===== src/rtl/hazard_ctrl.sv =====
// Hazard and control unit for the 5-stage RISC-V pipeline: load-use and branch
// hazards, E-stage forwarding, multi-cycle multiply sequencing, and perf counters.
module hazard_ctrl #(
  parameter int MUL_LAT = 3,
  parameter int CNT_W   = 16
) (
  input  logic             Clk,
  input  logic             Rst,
  input  logic [4:0]       Rs1D,
  input  logic [4:0]       Rs2D,
  input  logic [4:0]       Rs1E,
  input  logic [4:0]       Rs2E,
  input  logic [4:0]       RdE,
  input  logic [4:0]       RdM,
  input  logic [4:0]       RdW,
  input  logic             RegWriteM,
  input  logic             RegWriteW,
  input  logic             LoadE,
  input  logic             PCSrcE,
  input  logic             MulE,
  output logic             StallF,
  output logic             StallD,
  output logic             StallE,
  output logic             FlushD,
  output logic             FlushE,
  output logic             FlushM,
  output logic [1:0]       ForwardAE,
  output logic [1:0]       ForwardBE,
  output logic             MulBusy,
  output logic [CNT_W-1:0] StallCnt,
  output logic [CNT_W-1:0] FlushCnt
);

  // cnt only has to hold MUL_LAT-2; keep at least one bit for short latencies
  localparam int                CW        = (MUL_LAT > 2) ? $clog2(MUL_LAT - 1) : 1;
  localparam logic [CW-1:0]     CNT_INIT  = CW'((MUL_LAT > 2) ? (MUL_LAT - 2) : 0);
  localparam logic              MUL_STALL = (MUL_LAT > 1) ? 1'b1 : 1'b0;
  localparam logic [CNT_W-1:0]  CNT_MAX   = {CNT_W{1'b1}};

  typedef enum logic {IDLE = 1'b0, BUSY = 1'b1} state_t;

  state_t           state_r;
  state_t           state_nxt_s;
  logic [CW-1:0]    cnt_r;
  logic [CW-1:0]    cnt_nxt_s;
  logic             ms_s;
  logic             lw_s;
  logic [CNT_W-1:0] stall_cnt_r;
  logic [CNT_W-1:0] flush_cnt_r;

  // Multiply FSM state and remaining-stall counter
  always_ff @(posedge Clk) begin
    if (Rst) begin
      state_r <= IDLE;
      cnt_r   <= {CW{1'b0}};
    end else begin
      state_r <= state_nxt_s;
      cnt_r   <= cnt_nxt_s;
    end
  end

  // Multiply FSM next state and multiply-stall request
  always_comb begin
    state_nxt_s = state_r;
    cnt_nxt_s   = cnt_r;
    ms_s        = 1'b0;
    case (state_r)
      IDLE: begin
        if (MulE && MUL_STALL) begin
          ms_s        = 1'b1;
          state_nxt_s = BUSY;
          cnt_nxt_s   = CNT_INIT;
        end else begin
          state_nxt_s = IDLE;
        end
      end
      BUSY: begin
        // cnt==0 is the multiply's final E cycle: release the pipeline
        if (cnt_r != {CW{1'b0}}) begin
          ms_s      = 1'b1;
          cnt_nxt_s = cnt_r - CW'(1);
        end else begin
          state_nxt_s = IDLE;
        end
      end
      default: begin
        state_nxt_s = IDLE;
        cnt_nxt_s   = {CW{1'b0}};
      end
    endcase
  end

  // Operand forwarding into E (M beats W) and load-use detection
  always_comb begin
    if (RegWriteM && (RdM != 5'd0) && (RdM == Rs1E)) begin
      ForwardAE = 2'b10;
    end else if (RegWriteW && (RdW != 5'd0) && (RdW == Rs1E)) begin
      ForwardAE = 2'b01;
    end else begin
      ForwardAE = 2'b00;
    end
    if (RegWriteM && (RdM != 5'd0) && (RdM == Rs2E)) begin
      ForwardBE = 2'b10;
    end else if (RegWriteW && (RdW != 5'd0) && (RdW == Rs2E)) begin
      ForwardBE = 2'b01;
    end else begin
      ForwardBE = 2'b00;
    end
    lw_s = LoadE && (RdE != 5'd0) && ((RdE == Rs1D) || (RdE == Rs2D));
  end

  // Stall/flush arbitration: frozen pipeline, then branch squash, then load bubble
  always_comb begin
    StallF = 1'b0;
    StallD = 1'b0;
    StallE = 1'b0;
    FlushD = 1'b0;
    FlushE = 1'b0;
    FlushM = 1'b0;
    if (ms_s) begin
      StallF = 1'b1;
      StallD = 1'b1;
      StallE = 1'b1;
      FlushM = 1'b1;
    end else if (PCSrcE) begin
      FlushD = 1'b1;
      FlushE = 1'b1;
    end else if (lw_s) begin
      StallF = 1'b1;
      StallD = 1'b1;
      FlushE = 1'b1;
    end else begin
      StallF = 1'b0;
    end
  end

  assign MulBusy = (state_r == BUSY);

  // Saturating performance counters
  always_ff @(posedge Clk) begin
    if (Rst) begin
      stall_cnt_r <= {CNT_W{1'b0}};
      flush_cnt_r <= {CNT_W{1'b0}};
    end else begin
      if (StallF && (stall_cnt_r != CNT_MAX)) begin
        stall_cnt_r <= stall_cnt_r + CNT_W'(1);
      end
      if (FlushE && (flush_cnt_r != CNT_MAX)) begin
        flush_cnt_r <= flush_cnt_r + CNT_W'(1);
      end
    end
  end

  assign StallCnt = stall_cnt_r;
  assign FlushCnt = flush_cnt_r;

endmodule


===== config.mk =====
export PLATFORM = sky130hd
export DESIGN_NAME = hazard_ctrl
export DESIGN_NICKNAME = d
export VERILOG_FILES = /design/src/rtl/hazard_ctrl.sv
export SDC_FILE = /design/constraint.sdc
export NUM_CORES = 1
export LEC_CHECK = 0
export ABC_AREA = 1
export CORE_UTILIZATION = 45
export CTS_BUF_LIST = sky130_fd_sc_hd__clkbuf_2 sky130_fd_sc_hd__clkbuf_4 sky130_fd_sc_hd__clkbuf_8
export DETAILED_ROUTE_END_ITERATION = 10
export GPL_TIMING_DRIVEN = 0
export PLACE_DENSITY = 0.86
export SETUP_SLACK_MARGIN = 0.05
export SLEW_MARGIN = 20
export SYNTH_ARGS = -nofsm -noshare
export SYNTH_HDL_FRONTEND = slang
export SYNTH_SLANG_ARGS = --single-unit

===== constraint.sdc =====
create_clock -name Clk -period 2.3 [get_ports Clk]
set_clock_uncertainty 0.2 [all_clocks]
set_input_delay 0.345 -clock Clk [delete_from_list [all_inputs] [get_ports Clk]]
set_output_delay 0.345 -clock Clk [all_outputs]
set_load 0.01 [all_outputs]

# ---- Word level (Yosys, flattened, before mapping)
# Index checks and enable logic that the tools add are counted.
# W data, S select, Z words.
dict set report word_totals {
  elab_cells 49
  output_inout_bits 43
  in_bits 42
  register_bits 34
}
dict set report classes {
  n_addsub 3
  bitwise 1
  reduce_logical 14
  mux 18
  eq_ne 9
}
# op count
set op_table {}
lappend op_table {{$add A16 B1 Y16 const B} 2}
lappend op_table {{$ne A16 B16 Y1 const B} 2}
lappend op_table {{$eq A5 B5 Y1} 6}
lappend op_table {{$reduce_bool A5 Y1} 3}
lappend op_table {{$mux W1} 14}
lappend op_table {{$logic_and A1 B1 Y1} 10}
lappend op_table {{$mux W2} 2}
lappend op_table {{$pmux W1 S2} 2}
lappend op_table {{$ne A2 B2 Y1 const B} 1}
lappend op_table {{$logic_or A1 B1 Y1} 1}
lappend op_table {{$not A1 Y1} 1}
lappend op_table {{$sub A1 B1 Y1 const B} 1}

# ---- Logic depth before layout (Yosys ltp)
dict set report depth {
  word_depth 7
  depth_mapped 13
  mapped_depth_nobuf 12
}

# ---- Worst setup path before layout
# OpenSTA, ideal clock, no wires.
dict set report synth_path {
  path_kind {reg-to-reg}
  from {reg flush_cnt_r[0] (netlist: FlushCnt[0])}
  to {reg flush_cnt_r[6] (netlist: FlushCnt[6])}
  arrival_time_ns 1.615
  setup_slack_ns 0.370
  setup_ns 0.115
  path_stages_with_launch 11
  n_path_buf 1
  synth_period_minus_slack_ns 1.930
  required_time_ns 1.985
  path_cell_list {dfxtp_1 ha_1 nand2_1 nor2_1 nand2_1 nor2_2 nand3_2 buf_6 and2_1 a21oi_1 nor2_1}
}
dict set report synth_via {
  elab_chain_cells 2
  elab_cells_between_ends 3
  classes_between {add/sub (1); eq/ne (1); reduce/logical (1)}
}
# item line
set synth_rtl {}
lappend synth_rtl {{start: declaration} 49} ;# logic [CNT_W-1:0] flush_cnt_r;
lappend synth_rtl {{start signal: assignment} 143} ;# flush_cnt_r <= {CNT_W{1'b0}};
lappend synth_rtl {{start signal: assignment} 149} ;# flush_cnt_r <= flush_cnt_r + CNT_W'(1);
lappend synth_rtl {{parallel branches: the longest is 2 deep, another holds $add A16 B1 Y16} n/a}
# Parallel ways; which one is timed is not known.
# A chain may end at the register's enable or synchronous reset.

# ---- Worst setup path after layout
dict set report layout_path {
  from {in RdM[0]}
  to {out ForwardBE[0]}
}
dict set report layout_via {
  elab_chain_cells 4
  elab_cells_between_ends 5
  classes_between {eq/ne (1); mux (1); reduce/logical (3)}
}
# item line
set layout_rtl {}
lappend layout_rtl {{start: declaration} 14} ;# input logic [4:0] RdM,
lappend layout_rtl {{$reduce_bool A5 Y1} 102} ;# if (RegWriteM && (RdM != 5'd0) && (RdM == Rs2E)) begin
lappend layout_rtl {{$logic_and A1 B1 Y1} 102}
lappend layout_rtl {{$logic_and A1 B1 Y1 (*)} 102}
lappend layout_rtl {{$mux W2 (*)} 102}
lappend layout_rtl {{end: declaration} 28} ;# output logic [1:0] ForwardBE,
# Mark *: on every way between the ends. The rest lies on a longest branch, timed or not.

==> summary.md <==
| Metric | Value |
|---|---|
| Vias post-DR | 2890 |
| Top cells by area, synth | dfxtp_1, nand2_1, nor2_1 |
| Outcome | completed |
| Final Cell Area | 3590 sq um |
| TritonCTS Sinks | 34 |
| Number of CTS-inserted buffers | 5 |
| Pwr Total | 1.61 mW |
| TritonCTS clock tree | done |
| Drt initial violations | 187 |
| Core outline area | 5170 sq um |
| Peak Freq | 0.451 GHz |
| CTS H-tree lvls | 2 |
| Metal2 WL | 3.68 mm |
| Main flop type after synthesis | dfxtp_1 |
| N_diodes | 0 |
| Initial core utilization | 0.472 |
| Ratio of cells with drive above 1 in the final layout | 0.119 |
| Max-slew headroom | 0.772 |
| Worst-path clk slew | 60 ps |
| FILL cells | 449 |
| MaxCap Viol Count | 0 |
| Largest net degree at the start of global routing | 19 |
| Clock power frac | 0.291 |
| Sequential Power Share | 0.411 |
| Root buffer cell | clkbuf_8 |
| RSZ-0062 raised after global routing | true |
| Sequential share of the synthesized area | 0.279 |
| Vias in the first global route | 2489 |
| Rows | 26 |
| Combinational share of power | 0.298 |
| CP Launch Type | input port |
| Nets | 531 |
| Power per cell area | 449 nW/um^2 |
| P_int | 1.11 mW |
| Global placement routability congestion | 0.878 |
| Residual DRC count | 0 |
| Count of state elements after synthesis | 34 |
| First-pass GRT wire length | 10.7 mm |
| Final WL | 7.17 mm |
| Worst setup path class | in2out |
| Met1 wire length | 2.90 mm |
| Post-Synthesis Cells | 389 |
| Net switching power | 0.506 mW |
| Synth top cells by count | nand2_1, nor2_1, inv_1, dfxtp_1, nand3_1 |
| CP bufs+invs | 3 |
| Chip height | 75.7 um |
| Area Growth Syn to Fin | 46.9% |
| Highest routed layer | met4 |
| Critical path required time | 1750 ps |
| Post-synth top area cell | dfxtp_1 |
| Leakage power total | 1.72 nW |
| Initial antenna violation count | 0 |
| Fraction of registers with async set/reset | 0 |
| Sw frac | 0.314 |
| Peak VDD IR | 0.324 mV |
| Clock buffer depth | 2 |
| Delay-heaviest family, CP | buffers and inverters |
| Post-synth EDFFs | 0 |
| Setup TNS | 0 ps |
| Worst-Skew Late Latency | 290 ps |
| Final Setup Violations | 0 |
| Worst Setup End Kind | primary output |
| Die Area | 5730 sq um |
| CTS Hold Bufs | 0 |
| Arrival @ worst endpoint | 1670 ps |
| Metal3 WL | 390 um |
| Unique masters post-synth | 29 |
| Chip Width | 75.7 um |
| Final period util | 0.964 |
| Hold Crit Class | reg2reg |
| Wire length per cell | 12.9 um |
| Area after DPL | 3370 sq um |
| Grt total ovfl | 0 |
| Syn Nets | 433 |
| Tot GR Track Use | 0.245 |
| Max Slew Vio Count | 0 |
| Final Hold Viols | 0 |
| DR pass1 iterations | 4 |
| Post-DP HPWL | 5.17 mm |
| Routed Antenna Nets | 0 |
| Synthesis Warnings | 0 |
| Synth top area share | 0.279 |
| # port buffers | 84 |
| Final core utilization | 0.694 |
| Crit-path cells | dlygate4sd2_1, or2_4, o41ai_4, buf_4, nor4_2, nor2_1, buf_2 |
| Count leader, synth | nand2_1 |
| Drt via density | 5.18 |
| Cell Area, Synth | 2440 sq um |
| Slowest cell on the critical path | dlygate4sd2_1 |
| Critical Path Max Stage Delay | 280 ps |
| Worst-Margin Slew | 339 ps |
| Mean post-synth cell area | 6.28 sq um |
| CP max FO | 3 |
| Fin crit period | 2220 ps |
| Ports | 85 |
==> placed cells by master (no fill, tap or decap), drive strengths merged <==
cell           netlist  layout
a21oi               25      25
and2                 1       1
buf                 12      24
clkbuf               0       7
clkdlybuf4s50        0      48
clkinv               0       1
clkinvlp             0       1
dfxtp               34      34
dlygate4sd2          0      18
dlymetal6s2s         0      12
ha                   2       2
inv                 46      46
nand2               93      93
nand3               34      34
nand3b               6       6
nand4                5       5
nor2                77      77
nor3                 8       8
nor4                 5       5
o21a                 1       1
o21ai                4       4
o41ai                2       2
or2                  2       2
xnor2               14      14
xor2                18      18
==> worst paths after layout <==
| kind | startpoint | to | slack [ps] | cells after the start |
|---|---|---|---|---|
| worst max-delay path | RdM[0] | ForwardBE[0] | 80 | 7 |
| worst min-delay path | MulBusy | cnt_r | 280 | 1 |
| worst max register to register | StallCnt[0] | StallCnt[6] | 200 | 11 |
| worst min register to register | MulBusy | cnt_r | 280 | 1 |
==> flip-flops by register name (all words and copies together), names as in the netlist <==
register  cells
FlushCnt     16
StallCnt     16
MulBusy       1
cnt_r         1
==> power groups by stage <==
stage	Combinational (mW)	Sequential (mW)	Clock (mW)
after global placement	0.437	0.673	0
after detailed placement	0.450	0.675	0
after CTS	0.466	0.662	0.471
final	0.480	0.663	0.469
after floorplan	0.218	0.682	0
after global routing	0.526	0.667	0.498
==> cell families (layout without fill, tap and decap cells) <==
kind of cell | Yosys count | after routing | synth area share
simple gates | 231 | 231 | 0.423
buf+inv | 58 | 157 | 0.103
flops | 34 | 34 | 0.279
compound gates | 32 | 32 | 0.0697
xor+xnor | 32 | 32 | 0.115
fa+ha+maj | 2 | 2 | 0.0102
==> metrics by stage <==
stage / instances / hold slack (ps) / setup slack, ps
after floorplan: 389 / 217 / 370
after global placement: 543 / 257 / -730
after detailed placement: 543 / 260 / -775
after CTS: 555 / 276 / 34.2
after global routing: 558 / 321 / 37.4
final: 558 / 276 / 83.8
==> area by class of cell <==
class	count	area [sq um]	share of cell area
Buffer	11	88.8	0.0248
Clock inverter	2	12.5	0.00349
Clock buffer	6	82.6	0.0230
Timing Repair Buffer	92	885	0.247
Inverter	46	173	0.0481
Multi-Input combinational cell	297	1580	0.440
Tap cell	70	87.6	0.0244
Sequential cell	34	681	0.190
==> repair_timing <==
action | 4_1_cts | 5_1_grt
pin swaps | 9 | 14
endpoints found under the setup margin | 8 | 23
resized for setup | 52 | 21
setup buffers | 5 | 3
==> layer usage <==
metal | GRT usage | vias to the layer above
li1 | - | 1423
met1 | 0.291 | 1329
met2 | 0.438 | 111
met3 | 0.0450 | 27
met4 | 0.0905 | 0
met5 | 0 | -
Power figures use the tool's default switching activity.
